===== src/rtl/serial_shift_driver.sv =====
// ---------------------------------------------------------------------------
// serial_shift_driver
//
// Shifts a parallel frame out MSB-first to a daisy-chained shift-register
// chain (7-segment tubes + LED bar) on a divided serial clock, then pulses
// the latch line and reports completion with a one-cycle done pulse.
//
// Parameters:
//   DATA_WIDTH  frame length in bits (>= 1)
//   CLK_DIV     serial half-period in clk cycles (>= 1)
//
// Ports:
//   clk      in   I/O clock, rising edge
//   rst      in   synchronous active-high reset
//   start    in   frame request, honoured only in IDLE
//   data     in   frame, captured on the accepted start cycle
//   busy     out  high while a frame is in flight (SHIFT_LO..LATCH)
//   done     out  one-cycle completion pulse (first IDLE cycle after LATCH)
//   s_clk    out  serial clock, chain samples on its rising edge
//   s_do     out  serial data, MSB first
//   s_pen    out  latch / parallel-enable pulse, active-high
//   s_clr_n  out  chain clear, active-low, released one cycle after reset
//
// Optional feature macro: SERIAL_AUTO_REFRESH_EN
//   When defined, a done cycle without start automatically recaptures data
//   and starts another frame, giving a continuous refresh.
// ---------------------------------------------------------------------------
module serial_shift_driver #(
  parameter int DATA_WIDTH = 64,
  parameter int CLK_DIV    = 2
) (
  input  logic                  clk,
  input  logic                  rst,
  input  logic                  start,
  input  logic [DATA_WIDTH-1:0] data,
  output logic                  busy,
  output logic                  done,
  output logic                  s_clk,
  output logic                  s_do,
  output logic                  s_pen,
  output logic                  s_clr_n
);

  localparam int PW = $clog2(CLK_DIV + 1);
  localparam int BW = $clog2(DATA_WIDTH + 1);

  localparam logic [PW-1:0] PHASE_LOAD = PW'(CLK_DIV - 1);
  localparam logic [BW-1:0] BIT_LOAD   = BW'(DATA_WIDTH - 1);
  localparam logic [PW-1:0] PHASE_ONE  = PW'(1);
  localparam logic [BW-1:0] BIT_ONE    = BW'(1);

  typedef enum logic [1:0] {
    IDLE     = 2'd0,
    SHIFT_LO = 2'd1,
    SHIFT_HI = 2'd2,
    LATCH    = 2'd3
  } state_t;

  state_t                  state_r;
  logic [DATA_WIDTH-1:0]   shift_r;
  logic [DATA_WIDTH-1:0]   shift_next;
  logic [PW-1:0]           phase_r;
  logic [BW-1:0]           bit_r;
  logic                    go;

  // Next shift-register contents; its MSB is the next bit to present.
  assign shift_next = shift_r << 1;

  // Frame launch condition in IDLE. With auto refresh, the done cycle acts
  // as an implicit start so the chain is refreshed continuously.
`ifdef SERIAL_AUTO_REFRESH_EN
  assign go = start | done;
`else
  assign go = start;
`endif

  // Frame sequencer: state, counters, shift register and all outputs.
  always_ff @(posedge clk) begin
    if (rst) begin
      state_r <= IDLE;
      shift_r <= {DATA_WIDTH{1'b0}};
      phase_r <= {PW{1'b0}};
      bit_r   <= {BW{1'b0}};
      busy    <= 1'b0;
      done    <= 1'b0;
      s_clk   <= 1'b0;
      s_do    <= 1'b0;
      s_pen   <= 1'b0;
      s_clr_n <= 1'b0;
    end else begin
      // Chain clear is released as soon as reset is gone and held released.
      s_clr_n <= 1'b1;
      case (state_r)
        IDLE: begin
          done <= 1'b0;
          if (go) begin
            shift_r <= data;
            bit_r   <= BIT_LOAD;
            phase_r <= PHASE_LOAD;
            s_do    <= data[DATA_WIDTH-1];
            s_clk   <= 1'b0;
            busy    <= 1'b1;
            state_r <= SHIFT_LO;
          end
        end

        SHIFT_LO: begin
          if (phase_r == {PW{1'b0}}) begin
            phase_r <= PHASE_LOAD;
            s_clk   <= 1'b1;
            state_r <= SHIFT_HI;
          end else begin
            phase_r <= phase_r - PHASE_ONE;
          end
        end

        SHIFT_HI: begin
          if (phase_r == {PW{1'b0}}) begin
            phase_r <= PHASE_LOAD;
            s_clk   <= 1'b0;
            if (bit_r != {BW{1'b0}}) begin
              // s_do changes only here, on the falling s_clk edge, so it is
              // stable for the whole high phase around the rising edge.
              shift_r <= shift_next;
              s_do    <= shift_next[DATA_WIDTH-1];
              bit_r   <= bit_r - BIT_ONE;
              state_r <= SHIFT_LO;
            end else begin
              s_pen   <= 1'b1;
              state_r <= LATCH;
            end
          end else begin
            phase_r <= phase_r - PHASE_ONE;
          end
        end

        LATCH: begin
          if (phase_r == {PW{1'b0}}) begin
            s_pen   <= 1'b0;
            busy    <= 1'b0;
            done    <= 1'b1;
            state_r <= IDLE;
          end else begin
            phase_r <= phase_r - PHASE_ONE;
          end
        end

        default: begin
          state_r <= IDLE;
          busy    <= 1'b0;
          done    <= 1'b0;
          s_clk   <= 1'b0;
          s_pen   <= 1'b0;
        end
      endcase
    end
  end

endmodule


===== config.mk =====
export PLATFORM = sky130hd
export DESIGN_NAME = serial_shift_driver
export DESIGN_NICKNAME = d
export VERILOG_FILES = /design/src/rtl/serial_shift_driver.sv
export SDC_FILE = /design/constraint.sdc
export NUM_CORES = 1
export LEC_CHECK = 0
export CAP_MARGIN = 10
export CORE_MARGIN = 2
export CORE_UTILIZATION = 37
export CTS_CLUSTER_SIZE = 20
export DETAILED_ROUTE_END_ITERATION = 7
export HOLD_SLACK_MARGIN = 0.15
export PLACE_DENSITY = 0.65
export SLEW_MARGIN = 0
export SYNTH_ARGS = -nofsm -noshare
export SYNTH_HDL_FRONTEND = slang
export SYNTH_SLANG_ARGS = --single-unit

===== constraint.sdc =====
create_clock -name clk -period 3.5 [get_ports clk]
set_input_delay 0.35 -clock clk [delete_from_list [all_inputs] [get_ports clk]]
set_output_delay 0.35 -clock clk [all_outputs]
set_load 0.05 [all_outputs]

# After elaboration in Yosys (flattened, before gate mapping)
# Cells that the tools add are included.
# op_classes
add_sub_neg,2
mul,0
n_div,0
n_lt_le_gt_ge,0
n_eq_ne,10
n_shift,0
n_mux,32
n_bitwise,0
reduce_logical,15
# ops
op,n
two-way mux 63 bit,3
one-hot mux 63 bit (2 select lines),1
two-way mux 7 bit,3
AND reduction 4 bit,4
two-way mux 2 bit,7
!= test 2 bit (second input constant),7
one-hot mux 7 bit (2 select lines),1
two-way mux 1 bit,10
one-hot mux 1 bit (2 select lines),4
one-hot mux 2 bit (4 select lines),1
nonzero test 7 bit,1
subtractor 7 x 1 -> 7 bit (second input constant),1
one-hot mux 2 bit (3 select lines),1
nonzero test 2 bit,3
equality test 2 bit (second input constant),2
zero test 2 bit,2
AND reduction 2 bit,2
one-hot mux 1 bit (3 select lines),1
AND reduction 3 bit,1
nonzero test 3 bit,1
equality test 2 x 1 -> 1 bit (second input constant),1
OR reduction 2 bit,1
subtractor 2 x 1 -> 2 bit (second input constant),1
# totals
register_bits,80
latch_bits,0
ram_bits,0
rom_bits,0
output_inout_bits,6
mem_count,0

# Logic depth before layout (Yosys ltp)
# logic_depth
word_depth,4
mapped_depth,9

# Worst setup path after synthesis
# OpenSTA, ideal clock, no wires.
# synth_timing
path_kind,register to register
from,register state_r[0]
to,register shift_r[55]
arrival_ns,1.674
path_slack_ns,1.683
path_stages_with_launch,8
path_buffers,1
synth_period_minus_slack_ns,1.817
cell_sequence,dfxtp_1 -> inv_1 -> ha_1 -> nor2b_2 -> or3_4 -> nor2_8 -> buf_4 -> a211oi_1
# synth_between
elab_chain_len,3
# synth_rtl
item,line,text
start: declaration,59,state_t state_r;
start signal: assignment,80,state_r <= IDLE;
start signal: assignment,103,state_r <= SHIFT_LO;
start signal: assignment,111,state_r <= SHIFT_HI;
equality test 2 bit or zero test 2 bit (tied branches),93,case (state_r)
!= test 2 bit (no line) or nonzero test 2 bit (tied branches),--,
AND reduction 4 bit (no line),--,
end signal: assignment,81,shift_r <= {DATA_WIDTH{1'b0}};
end signal: assignment,97,shift_r <= data;
end signal: assignment,124,shift_r <= shift_next;
end: declaration,60,logic [DATA_WIDTH-1:0] shift_r;
# Parallel ways exist; a longest one is shown, timed or not.
# A chain may end at the register's enable or synchronous reset.

# Worst setup path in the final report
# layout_timing
from,register state_r[0]
to,register shift_r[11]
# Same word-level chain as after synthesis.

==> flow_metrics.py <==
metrics = {
    "critical_path": {
        "critPathArrivalTime_ns": 2.62,
        "endpoint_kind": "flip-flop",
        "critPathLaunchType": "flip-flop",
        "worstPathBufferInverterCount": 2,
        "cpMaxStageDelayCell": "nand2_2",
        "max_stage_delay_ns": 0.51,
        "rr_startpoint": "state_r[0]$_SDFFE_PP0P_",
        "reg2reg_slack_ns": 1.11,
        "critPathKind": "flip-flop to flip-flop",
        "r2r_end": "shift_r[11]$_SDFFE_PP0P_",
        "required_ns": 3.72,
        "reg2reg_depth": 7,
        "cp_max_fo": 39,
        "path_delay_family": "simple AND/OR/NAND/NOR gates",
        "cp_cell_sequence": "inv_1, ha_4, nor4b_2, nand2_2, buf_4, a21oi_1, a211oi_1",
    },
    "grt": {
        "gr-usage-all-layers_pct": 15.8,
        "grt_pass1_vias": 2977,
        "grt_max_degree": 70,
        "grt_pass1_wl_um": 14600,
        "grt_remaining_overflow": 0,
        "antenna_found_initial": 0,
    },
    "sta": {
        "fin_skew_ns": 0.0131,
        "worst_pin_slew_ns": 0.973,
        "setup_violations": 0,
        "hold_slack_ns": 0.483,
        "slew_viol_final": 0,
        "fmax_mhz": 418,
        "min_period_over_period_pct": 68.4,
        "maxSlewHeadroom_pct": 35.2,
        "setup_tns_ns": 0,
        "rsz0062_at_grt": "false",
        "hold_viol": 0,
        "period_minus_slack_ns": 2.39,
        "fin_ws_ns": 1.11,
    },
    "route": {
        "viasPerCell": 5.32,
        "wire_per_inst_um": 15.0,
        "routed_wl_um": 8770,
        "drt_iter0_drc": 207,
        "vias": 3116,
        "detail-route-antenna-nets": 0,
        "drc_errors": 0,
        "drtPass1Iterations": 5,
    },
    "synthesis": {
        "yosys.area_share.simple_pct": 6.11,
        "synthXorXnorAreaFrac_pct": 0,
        "ys_ff_latch": 80,
        "yosysWarningCount": 0,
        "synthCells": 392,
        "syn_area_um2": 3850,
        "async_flop_share_pct": 0,
        "syn-num-nets": 467,
        "syn_area_per_cell_um2": 9.82,
        "ys.flop_type": "dfxtp_1",
        "seq_area_frac_synth_pct": 41.6,
        "synth_mux_area_share_pct": 16.7,
        "synth_top_family_by_area": "compound AO/OA/AOI/OAI gates",
        "synth_edf_count": 0,
        "synth.distinct_cells": 38,
        "synth-compound-area-share_pct": 27.1,
        "synthAdderAreaFrac_pct": 2.60,
    },
    "min_path": {
        "holdPathEnd": "done$_SDFFE_PP0P_",
        "worstHoldPathType": "flip-flop to flip-flop",
        "whs_path_depth": 2,
        "hold_start": "done$_SDFFE_PP0P_",
    },
    "pwr": {
        "irDropWorstVdd_uv": 428,
        "leakage_nw": 1.63,
        "finalPower_w": 0.00432,
        "p_per_area_nw_per_um2": 894,
    },
    "cts": {
        "cts_tree": "yes",
        "cts_sinks": 80,
        "ctsResizeCount": 0,
        "postCtsSetupBuffers": 0,
        "htreeDepth": 3,
        "cts_max_path_buffers": 2,
        "cts_buffers": 9,
        "holdBufCountCts": 0,
        "insertion_delay_ns": 0.36,
        "cts-root-buf": "clkbuf_8",
        "clkTransAtPathRegs_ns": 0.08,
    },
    "layout": {
        "final_util_pct": 47.3,
        "area_delta_synth_final_pct": 25.7,
        "drive_above_1_share_pct": 9.78,
        "nNetsFinal": 520,
        "antennaDiodeCount": 0,
    },
    "placed_design": {
        "portBuffers": 72,
        "gp_congestion": 0.773,
        "pre_cts_ws_ns": 1.09,
        "post-dp-hpwl_um": 5470,
    },
    "floorplan": {
        "fp.dieH_um": 106,
        "dieArea_um2": 11200,
        "core_um2": 10200,
        "fp-row-count": 37,
        "die_w_um": 106,
        "initial_core_util_pct": 37.6,
        "ios": 73,
    },
    "flow_run": {
        "cap_violations": 0,
    },
    "outcome": {
        "outcome": "finished clean",
    },
}
cells by family (layout without fill, tap and decap cells):
group,after synthesis,in the layout
flip-flops,80,80
AND/OR/NAND/NOR,36,36
adder cells (fa/ha/maj),8,8
multiplexers,64,64
AO/OA/AOI/OAI,158,158
buffers and inverters,46,104
how the worst max path moves through the flow:
stage | from | end | slack (ns) | depth (start not counted)
6_report | state_r[0]$_SDFFE_PP0P_ | shift_r[11]$_SDFFE_PP0P_ | 1.11 | 7
5_1_grt | state_r[0]$_SDFFE_PP0P_ | shift_r[12]$_SDFFE_PP0P_ | 0.88 | 7
4_1_cts | state_r[0]$_SDFFE_PP0P_ | bit_r[2]$_SDFFE_PP0P_ | 1.08 | 6
3_5_place_dp | state_r[0]$_SDFFE_PP0P_ | bit_r[3]$_SDFFE_PP0P_ | 1.09 | 6
3_3_place_gp | state_r[0]$_SDFFE_PP0P_ | bit_r[3]$_SDFFE_PP0P_ | 1.14 | 6
2_1_floorplan | state_r[0]$_SDFFE_PP0P_ | shift_r[55]$_SDFFE_PP0P_ | 1.68 | 7
flip-flops by register name (all words and copies together), names as in the netlist:
name and cells:
shift_r 63, bit_r 7, phase_r 2, state_r 2
busy 1, done 1, s_clk 1, s_clr_n 1
s_do 1, s_pen 1
worst register-to-register path, cell delays in order, from the launching register on:
cell and delay [ns]:
dfxtp_1 0.34, inv_1 0.15, ha_4 0.29, nor4b_2 0.31, nand2_2 0.51, buf_4 0.42, a21oi_1 0.16, a211oi_1 0.07
metrics by stage:
| stage | std cells | instance area (µm²) |
|---|---|---|
| final | 586 | 4840 |
| after global routing | 586 | 4840 |
| after CTS | 586 | 4840 |
| after detailed placement | 570 | 4620 |
| after global placement | 570 | 4620 |
| after floorplan | 392 | 3850 |
placed cells by master (no fill, tap or decap), types with 7 or more instances in the layout:
cell,Yosys,final
a211oi_1,54,54
clkbuf_8,0,10
mux2i_1,63,63
a21oi_1,75,75
a211oi_2,10,10
inv_1,9,9
dfxtp_1,80,80
ha_1,8,7
clkdlybuf4s50_1,0,71
synth_stat cells, types with 2 or more instances:
library cell | count | area [µm²]
o21ai_0 | 4 | 20.0
nand2_1 | 7 | 26.3
clkbuf_1 | 16 | 60.1
buf_2 | 12 | 60.1
nor3_1 | 6 | 30.0
buf_4 | 6 | 45.0
a31oi_1 | 4 | 25.0
a211oi_2 | 10 | 125
nand2b_1 | 3 | 18.8
or3_1 | 3 | 18.8
a311oi_1 | 5 | 43.8
dfxtp_1 | 80 | 1600
mux2i_1 | 63 | 631
nand3_1 | 2 | 10.0
buf_6 | 2 | 22.5
a21oi_1 | 75 | 375
a211oi_1 | 54 | 405
inv_1 | 9 | 33.8
nor2_1 | 5 | 18.8
ha_1 | 8 | 100
power breakdown:
group / internal, W / switching, W
Combinational: 0.000876 / 0.00111
Sequential: 0.00135 / 0.000261
Clock: 0.000359 / 0.000362
metal layers:
metal	track usage, %	up-vias	wire [µm]
met5	0	-	0
met4	5.73	0	93
met3	2.88	7	436
met2	24.4	75	4050
met1	22.1	1451	4190
li1	-	1583	-
cell type report:
type	count	area [µm²]
fill	953	5400
clock inverter	6	75.1
multi-input combinational	266	2040
sequential	80	1600
clock buffer	10	138
timing repair buffer	79	781
inverter	9	33.8
tap	136	170
Note: power is estimated with default switching activity, not from simulation.
